### config.mk
export PLATFORM = sky130hd
export DESIGN_NAME = exec_unit
export DESIGN_NICKNAME = d
export VERILOG_FILES = /design/src/rtl/exec_pkg.sv /design/src/rtl/mul_seq.sv /design/src/rtl/exec_unit.sv
export SDC_FILE = /design/constraint.sdc
export NUM_CORES = 1
export LEC_CHECK = 0
export ABC_AREA = 1
export BUFFER_PORTS_ARGS = -buffer_cell sky130_fd_sc_hd__buf_2
export CAP_MARGIN = 0
export CORE_MARGIN = 2
export CORE_UTILIZATION = 50
export DETAILED_ROUTE_END_ITERATION = 8
export PLACE_DENSITY_LB_ADDON = 0.2
export SETUP_SLACK_MARGIN = 0.1
export SLEW_MARGIN = 10
export SYNTH_ARGS = -nofsm -noshare
export SYNTH_HDL_FRONTEND = slang
export SYNTH_SLANG_ARGS = --single-unit
### constraint.sdc
create_clock -name clk -period 3.3 [get_ports clk]
set_input_delay 0.66 -clock clk [delete_from_list [all_inputs] [get_ports clk]]
set_output_delay 0.66 -clock clk [all_outputs]
set_load 0.02 [all_outputs]
### src/rtl/exec_pkg.sv
// exec_pkg: shared types and constants for the exec_unit execute stage.
// Operation and state encodings plus the iterative multiplier cycle count.
package exec_pkg;

    typedef enum logic [1:0] {
        OP_ADD = 2'd0,
        OP_SUB = 2'd1,
        OP_AND = 2'd2,
        OP_MUL = 2'd3
    } op_t;

    typedef enum logic [1:0] {
        S_IDLE = 2'd0,
        S_MUL  = 2'd1,
        S_WB   = 2'd2
    } state_t;

    // One multiplier bit is consumed per cycle, so a full product takes 32 cycles.
    localparam int MUL_CYCLES = 32;
    localparam int MUL_CNT_W  = 5;

endpackage

### src/rtl/mul_seq.sv
// mul_seq: iterative shift-add multiplier, one multiplier bit per cycle.
// done_o is high during the last step; product_o is valid in that same cycle
// (it already includes the final partial product), so the caller can register
// it on the edge that ends the multiply.
module mul_seq
    import exec_pkg::*;
#(
    parameter int WIDTH = 32
) (
    input  logic             clk_i,
    input  logic             rst_i,
    input  logic             start_i,
    input  logic [WIDTH-1:0] a_i,
    input  logic [WIDTH-1:0] b_i,
    output logic             done_o,
    output logic [WIDTH-1:0] product_o
);

    logic                 running_q, running_d;
    logic [MUL_CNT_W-1:0] cnt_q, cnt_d;
    logic [WIDTH-1:0]     mcand_q, mcand_d;
    logic [WIDTH-1:0]     mplier_q, mplier_d;
    logic [WIDTH-1:0]     acc_q, acc_d;
    logic [WIDTH-1:0]     addend_s;
    logic [WIDTH-1:0]     sum_s;

    assign addend_s  = mplier_q[0] ? mcand_q : '0;
    assign sum_s     = acc_q + addend_s;
    assign done_o    = running_q && (cnt_q == MUL_CNT_W'(MUL_CYCLES - 1));
    assign product_o = sum_s;

    // Next-state: load operands on start, otherwise accumulate and shift while running.
    always_comb begin
        running_d = running_q;
        cnt_d     = cnt_q;
        mcand_d   = mcand_q;
        mplier_d  = mplier_q;
        acc_d     = acc_q;
        if (start_i) begin
            running_d = 1'b1;
            cnt_d     = '0;
            mcand_d   = a_i;
            mplier_d  = b_i;
            acc_d     = '0;
        end else if (running_q) begin
            acc_d    = sum_s;
            mcand_d  = mcand_q << 1;
            mplier_d = mplier_q >> 1;
            if (done_o) begin
                running_d = 1'b0;
                cnt_d     = '0;
            end else begin
                cnt_d = cnt_q + MUL_CNT_W'(1);
            end
        end else begin
            running_d = 1'b0;
        end
    end

    // Multiplier state registers, cleared asynchronously so a reset aborts a multiply.
    always_ff @(posedge clk_i or posedge rst_i) begin
        if (rst_i) begin
            running_q <= 1'b0;
            cnt_q     <= '0;
            mcand_q   <= '0;
            mplier_q  <= '0;
            acc_q     <= '0;
        end else begin
            running_q <= running_d;
            cnt_q     <= cnt_d;
            mcand_q   <= mcand_d;
            mplier_q  <= mplier_d;
            acc_q     <= acc_d;
        end
    end

endmodule

### src/rtl/exec_unit.sv
// exec_unit: single-issue execute stage between register-file read and write ports.
// ADD/SUB/AND complete in one cycle; MUL is iterative through mul_seq.
// Build option EXEC_MUL_EN: when defined the multiplier is present; when not,
// an accepted MUL pulses err for one cycle and produces no write-back.
// Index 0 is read-as-zero in the register file, so it is never written.
module exec_unit
    import exec_pkg::*;
#(
    parameter int WIDTH = 32,
    parameter int IDX_W = 2
) (
    input  logic             clk,
    input  logic             rst,
    input  logic             in_valid,
    output logic             in_ready,
    input  logic [1:0]       op,
    input  logic [IDX_W-1:0] rd,
    input  logic [WIDTH-1:0] rs_a_data,
    input  logic [WIDTH-1:0] rs_b_data,
    output logic             write_enable,
    output logic [IDX_W-1:0] write_index,
    output logic [WIDTH-1:0] write_data,
    output logic             busy,
    output logic             err
);

    state_t           state_q, state_d;
    logic             wen_q, wen_d;
    logic [IDX_W-1:0] widx_q, widx_d;
    logic [WIDTH-1:0] wdata_q, wdata_d;
    logic             err_q, err_d;
    logic             accept_s;
    logic [WIDTH-1:0] alu_s;

    assign in_ready     = (state_q == S_IDLE);
    assign busy         = (state_q != S_IDLE);
    assign accept_s     = in_valid && (state_q == S_IDLE);
    assign write_enable = wen_q;
    assign write_index  = widx_q;
    assign write_data   = wdata_q;
    assign err          = err_q;

    // Single-cycle ALU result from the live operands; wraps modulo 2^WIDTH.
    always_comb begin
        alu_s = '0;
        case (op_t'(op))
            OP_ADD:  alu_s = rs_a_data + rs_b_data;
            OP_SUB:  alu_s = rs_a_data - rs_b_data;
            OP_AND:  alu_s = rs_a_data & rs_b_data;
            default: alu_s = '0;
        endcase
    end

`ifdef EXEC_MUL_EN
    logic             mul_start_s;
    logic             mul_done_s;
    logic [WIDTH-1:0] mul_product_s;
    logic [IDX_W-1:0] rd_q;

    assign mul_start_s = accept_s && (op_t'(op) == OP_MUL);

    mul_seq #(
        .WIDTH(WIDTH)
    ) u_mul_seq (
        .clk_i    (clk),
        .rst_i    (rst),
        .start_i  (mul_start_s),
        .a_i      (rs_a_data),
        .b_i      (rs_b_data),
        .done_o   (mul_done_s),
        .product_o(mul_product_s)
    );

    // Destination index held for the multi-cycle multiply.
    always_ff @(posedge clk or posedge rst) begin
        if (rst) begin
            rd_q <= '0;
        end else if (accept_s) begin
            rd_q <= rd;
        end
    end
`endif

    // Next state and next write-back beat; write fields stay zero unless a write is issued.
    always_comb begin
        state_d = state_q;
        wen_d   = 1'b0;
        widx_d  = '0;
        wdata_d = '0;
        err_d   = 1'b0;
        case (state_q)
            S_IDLE: begin
                if (accept_s) begin
                    if (op_t'(op) == OP_MUL) begin
`ifdef EXEC_MUL_EN
                        state_d = S_MUL;
`else
                        err_d   = 1'b1;
`endif
                    end else begin
                        state_d = S_WB;
                        if (rd != '0) begin
                            wen_d   = 1'b1;
                            widx_d  = rd;
                            wdata_d = alu_s;
                        end else begin
                            wen_d = 1'b0;
                        end
                    end
                end else begin
                    state_d = S_IDLE;
                end
            end
            S_MUL: begin
`ifdef EXEC_MUL_EN
                if (mul_done_s) begin
                    state_d = S_WB;
                    if (rd_q != '0) begin
                        wen_d   = 1'b1;
                        widx_d  = rd_q;
                        wdata_d = mul_product_s;
                    end else begin
                        wen_d = 1'b0;
                    end
                end else begin
                    state_d = S_MUL;
                end
`else
                state_d = S_IDLE;
`endif
            end
            S_WB:    state_d = S_IDLE;
            default: state_d = S_IDLE;
        endcase
    end

    // State and registered outputs; reset aborts any operation in flight.
    always_ff @(posedge clk or posedge rst) begin
        if (rst) begin
            state_q <= S_IDLE;
            wen_q   <= 1'b0;
            widx_q  <= '0;
            wdata_q <= '0;
            err_q   <= 1'b0;
        end else begin
            state_q <= state_d;
            wen_q   <= wen_d;
            widx_q  <= widx_d;
            wdata_q <= wdata_d;
            err_q   <= err_d;
        end
    end

endmodule

# After elaboration in Yosys (flattened, before gate mapping)
# Index checks and enable logic that the tools add are counted.
# classes
addsub	2
mul	0
n_div	0
order_cmp	0
n_eq_ne	4
shifts	0
muxes	19
bitwise_logic	1
reduce_logical	5
# ops
op	n
$mux 32	4
$pmux 32 s3	1
$add 32x32->32	1
$and 32x32->32	1
$sub 32x32->32	1
$mux 2	7
$mux 1	7
$eq 2x2->1 const B	2
$logic_not 2->1	2
$reduce_bool 2->1	2
$ne 3x3->1 const B	1
$eq 2x1->1 const B	1
$logic_and 1x1->1	1
# totals
regBits	38
latch_bits	0
mem_bits_rw	0
mem_bits_ro	0
out_inout_bits	38
elab_cells	36
mem_count	0

# Depth between registers and ports, before layout
# logic_depth
depth_word	6
mapped_depth	23
mapped_depth_nobuf	23

# Least setup slack after synthesis
# Ideal clock, no wire load.
# synth_timing
path_kind	input port to flip-flop
start	input rs_b_data[0]
end	register wdata_q[31], in the netlist write_data[31]
setup_ns	0.134
t_arrival_ns	2.815
required_time_ns	3.166
path_slack_ns	0.351
cell_stages	23
cell_sequence	inv_1 > ha_1 > nand3_2 > nor2_2 > nand2_2 > nor2_2 > nand2_2 > nor4_1 > nor2_1 > nand2_1 > nand2_1 > ha_1 > nand2_1 > nor3_1 > nand2_1 > inv_1 > nand2_1 > nand2_1 > inv_1 > nand2_1 > nand2_1 > nand3_1 > a21oi_1
# synth_via
elab_chain_cells	6
elab_cells_between_ends	7
# synth_lines
item	line_no	rtl
from (decl)	exec_unit.sv:19	input logic [WIDTH-1:0] rs_b_data,
$sub 32x32->32 or $add 32x32->32 (tied branches)	exec_unit.sv:48, exec_unit.sv:47	
$pmux 32 s3 (*)	exec_unit.sv:46	case (op_t'(op))
$mux 32 (*)	exec_unit.sv:102	if (rd != '0) begin
$mux 32 (*)	exec_unit.sv:94	if (op_t'(op) == OP_MUL) begin
$mux 32 (*)	exec_unit.sv:93	if (accept_s) begin
$mux 32 (*)	exec_unit.sv:91	case (state_q)
via wdata_d[31]	exec_unit.sv:30	logic [WIDTH-1:0] wdata_q, wdata_d;
to (signal assigned)	exec_unit.sv:149	wdata_q <= wdata_d;
to (decl)	exec_unit.sv:30	
# Mark *: on every way through the listed nets, which the timed path passes. The rest lies on a longest branch.
# A chain may end at the register's enable or synchronous reset.

# Final worst setup path
# layout_timing
start	input rs_b_data[2]
end	register wdata_q[31], in the netlist write_data[31]
# The elaborated chain is that of the path after synthesis.

==> run_results.csv <==
group,metric,value,unit
place,place_ws,-0.268,ns
clocking,insertion_delay,0.31,ns
critical_path,rrSetupSlack,2.05,ns
layout,drive_gt1_share,27.6,%
clocking,clock-sinks,37,
global_route,use_met1,48.1,%
layout,ff_latch_area,926,µm²
clocking,h-tree-depth,2,
yosys,syn_nets,903,
floorplan,die_h,101,µm
sta,hold_ws,0.449,ns
yosys,synth.most_common_cell,"nand2_1",
critical_path,criticalPathCategory,"input pin to register",
sta,fmax,323,MHz
routing,num_vias,5758,
yosys,netlist_area,4660,µm²
place,gp_congestion,1.03,
yosys,syn-instance-count,798,
layout,diodes,0,
yosys,syn_area_per_cell,5.84,µm²
layout,multiInputGateArea,3370,µm²
layout,fin_nets,1083,
layout,postLayoutCoreUtil,67.8,%
routing,vias_per_cell,5.28,
layout,n_fill_cell,845,
sta,fin_ws,0.201,ns
job,maxCapViolations,0,
sta,slew_headroom,64.1,%
yosys,yosysWarnings,0,
global_route,grt_use_met2,49.7,%
yosys,ys_top_cells_by_area,"dfrtp_1 20%, nand2_1 19%, inv_1 12%, ha_1 8.9%, nand3_1 8.1%",
place,dp_hpwl,13400,µm
clocking,cts_root_buf,"clkbuf_8",
floorplan,row_count,35,
critical_path,critPathLaunchType,"input pin",
sta,hold_viol,0,
floorplan,die_area,10100,µm²
sta,tightest_slew,0.539,ns
sta,drv_slew,0,
global_route,grt-ovfl-total,0,
sta,fin_crit_sh,93.9,%
yosys,netlist-cell-type-count,35,
clocking,cts_buffers,5,
layout,areaGrowthSynthToFinish,33.1,%
critical_path,critical_path_arrival,3.28,ns
clocking,clock_path_buffers,2,
critical_path,crit_fanout,5,
floorplan,die_w,101,µm
sta,rsz0062_at_grt,"true",
yosys,synth-edff-count,0,
floorplan,ioPinCount,109,
outcome,outcome,"finished clean",
floorplan,initial_core_util,50.9,%
yosys,synthTopCellsByCount,"235 x nand2_1, 144 x inv_1, 82 x nor2_1, 75 x nand3_1, 59 x a21oi_1",
routing,wl_per_cell,15.2,µm
global_route,grt_pass1_vias,5422,
routing,drc,0,
routing,drt.antenna.violating_nets,0,
routing,wl,16500,µm
global_route,track_usage,32.7,%
critical_path,required,3.48,ns
place,io_buffers,108,
yosys,synth_top_area_share,19.9,%
place,post_dp_cell_area,5860,µm²
sta,period_minus_slack,3.10,ns
sta,skew,0.0141,ns
sta,finalSetupViolCount,0,
routing,dr.first_iter.drc_count,379,
routing,drtPass1Iterations,5,
power_and_ir_drop,p_per_area,326,nW/µm²
global_route,grt_max_degree,38,
clocking,cts.clk_slew.worst_paths,0.10,ns
power_and_ir_drop,cellLeakagePower,0.00363,µW
yosys,synthFlopType,"dfrtp_1",
min_path,hold_class,"input pin to asynchronous set/reset pin",
critical_path,end_kind,"register",
global_route,antenna_found_initial,0,
floorplan,design.core.area,9150,µm²
yosys,synthArstFlopShare,100,%
global_route,grt_pass1_wl,25800,µm
yosys,synth_top_cell_by_area,"dfrtp_1",
global_route,busiest_layer,"met2",
yosys,synth.ff_latch_count,37,
power_and_ir_drop,ir_worst_vdd,0.182,mV
clocking,cts_tree,"built",
global_route,grt_use_met3,4.72,%
yosys,seq_area_frac_synth,19.9,%
layout,fin_area,6200,µm²
## cells in the final DEF, fill, tap and decap left out, types with 2 or more instances in the layout
cell type / synthesis / routed
nand2_1: 235 / 224
inv_1: 144 / 141
buf_2: 7 / 108
buf_4: 0 / 76
nand3_1: 75 / 75
nor2_1: 82 / 68
a21oi_1: 59 / 49
dfrtp_1: 37 / 37
ha_1: 33 / 27
xor2_1: 25 / 25
nor2_2: 6 / 15
nand2_2: 7 / 15
o21ai_0: 17 / 14
nand4_1: 11 / 11
a21oi_2: 1 / 11
nor3_1: 11 / 7
o21bai_1: 7 / 7
clkbuf_8: 0 / 7
or2_2: 6 / 6
nor2_4: 1 / 6
nand3b_1: 5 / 5
nor3_2: 0 / 4
xnor2_1: 4 / 4
ha_2: 0 / 4
inv_2: 0 / 3
o21ai_1: 1 / 3
nand2_4: 0 / 3
nor4_1: 4 / 3
a32oi_1: 2 / 2
a31oi_1: 2 / 2
o21ai_2: 1 / 2
o31ai_2: 1 / 2
a21o_1: 2 / 2
ha_4: 0 / 2
## logic make-up after synthesis
logic type               synth area share, %
AO/OA/AOI/OAI                           11.3
XOR/XNOR                                5.45
adder cells (fa/ha/maj)                 9.29
buffers and inverters                   12.8
flip-flops                              19.9
AND/OR/NAND/NOR                         41.3
## path summary, 6_finish.rpt
check	startpoint	end	depth (start not counted)
worst max-delay path	rs_b_data[2]	write_data[31]	20
worst min-delay path	rst	write_enable	3
worst max register to register	state_q[1]	write_data[20]	6
worst min register to register	state_q[1]	state_q[1]	3
max in group asynchronous	rst	write_data[15]	3
min in group clk	state_q[1]	state_q[1]	3
## registers in the layout, summed over array words and instances (netlist names)
register / count
err: 1
write_enable: 1
state_q: 1
write_data: 32
write_index: 2
## area by class of cell
cell class	count	share of cell area, %
Clock buffer	7	1.55
Sequential cell	37	14.9
Timing Repair Buffer	185	18.2
Multi-Input combinational cell	605	54.3
Inverter	144	8.71
Clock inverter	1	0.0807
Tap cell	111	2.24
## what timing repair did
action,CTS,global route
endpoints found under the setup margin,5,23
pin swaps,0,15
endpoints found under the hold margin,0,0
resized for setup,6,57
hold buffers,0,0
buffers inserted,0,3
## worst max-delay path, stage by stage
cell and delay, ns:
buf_2 0.12, nor2_1 0.12, nand2_2 0.12, buf_4 0.18, inv_1 0.09, nand2_1 0.12
nor2_2 0.17, nor2_1 0.06, xor2_1 0.14, inv_1 0.06, ha_2 0.38, nand2_1 0.15
nor2_1 0.27, nand2_1 0.12, nor2_1 0.15, nand2_1 0.08, nand2_1 0.07, nand2_1 0.06
nand3_1 0.09, a21oi_1 0.06
## layer usage
layer  share of wire [%]  wire (µm)  up-vias
li1                    -          -     2874
met5                   0          0        -
met3                 7.6       1250       35
met1                  47       7800     2601
met4                 2.4        399        0
met2                  43       7080      248
## metrics by stage
| stage | TNS (ns) | instances | power [µW] |
|---|---|---|---|
| floorplan | 0 | 798 | 1140 |
| global placement | -1.21 | 1079 | 1550 |
| detailed placement | -2.71 | 1079 | 1560 |
| CTS | 0 | 1087 | 1960 |
| global route | 0 | 1090 | 2170 |
| finish | 0 | 1090 | 2020 |
## power by group
| part | switching [µW] | internal [µW] |
|---|---|---|
| sequential | 7.45 | 483 |
| clock | 198 | 190 |
| combinational | 698 | 448 |
| total | 903 | 1120 |
Power figures use the tool's default switching activity.
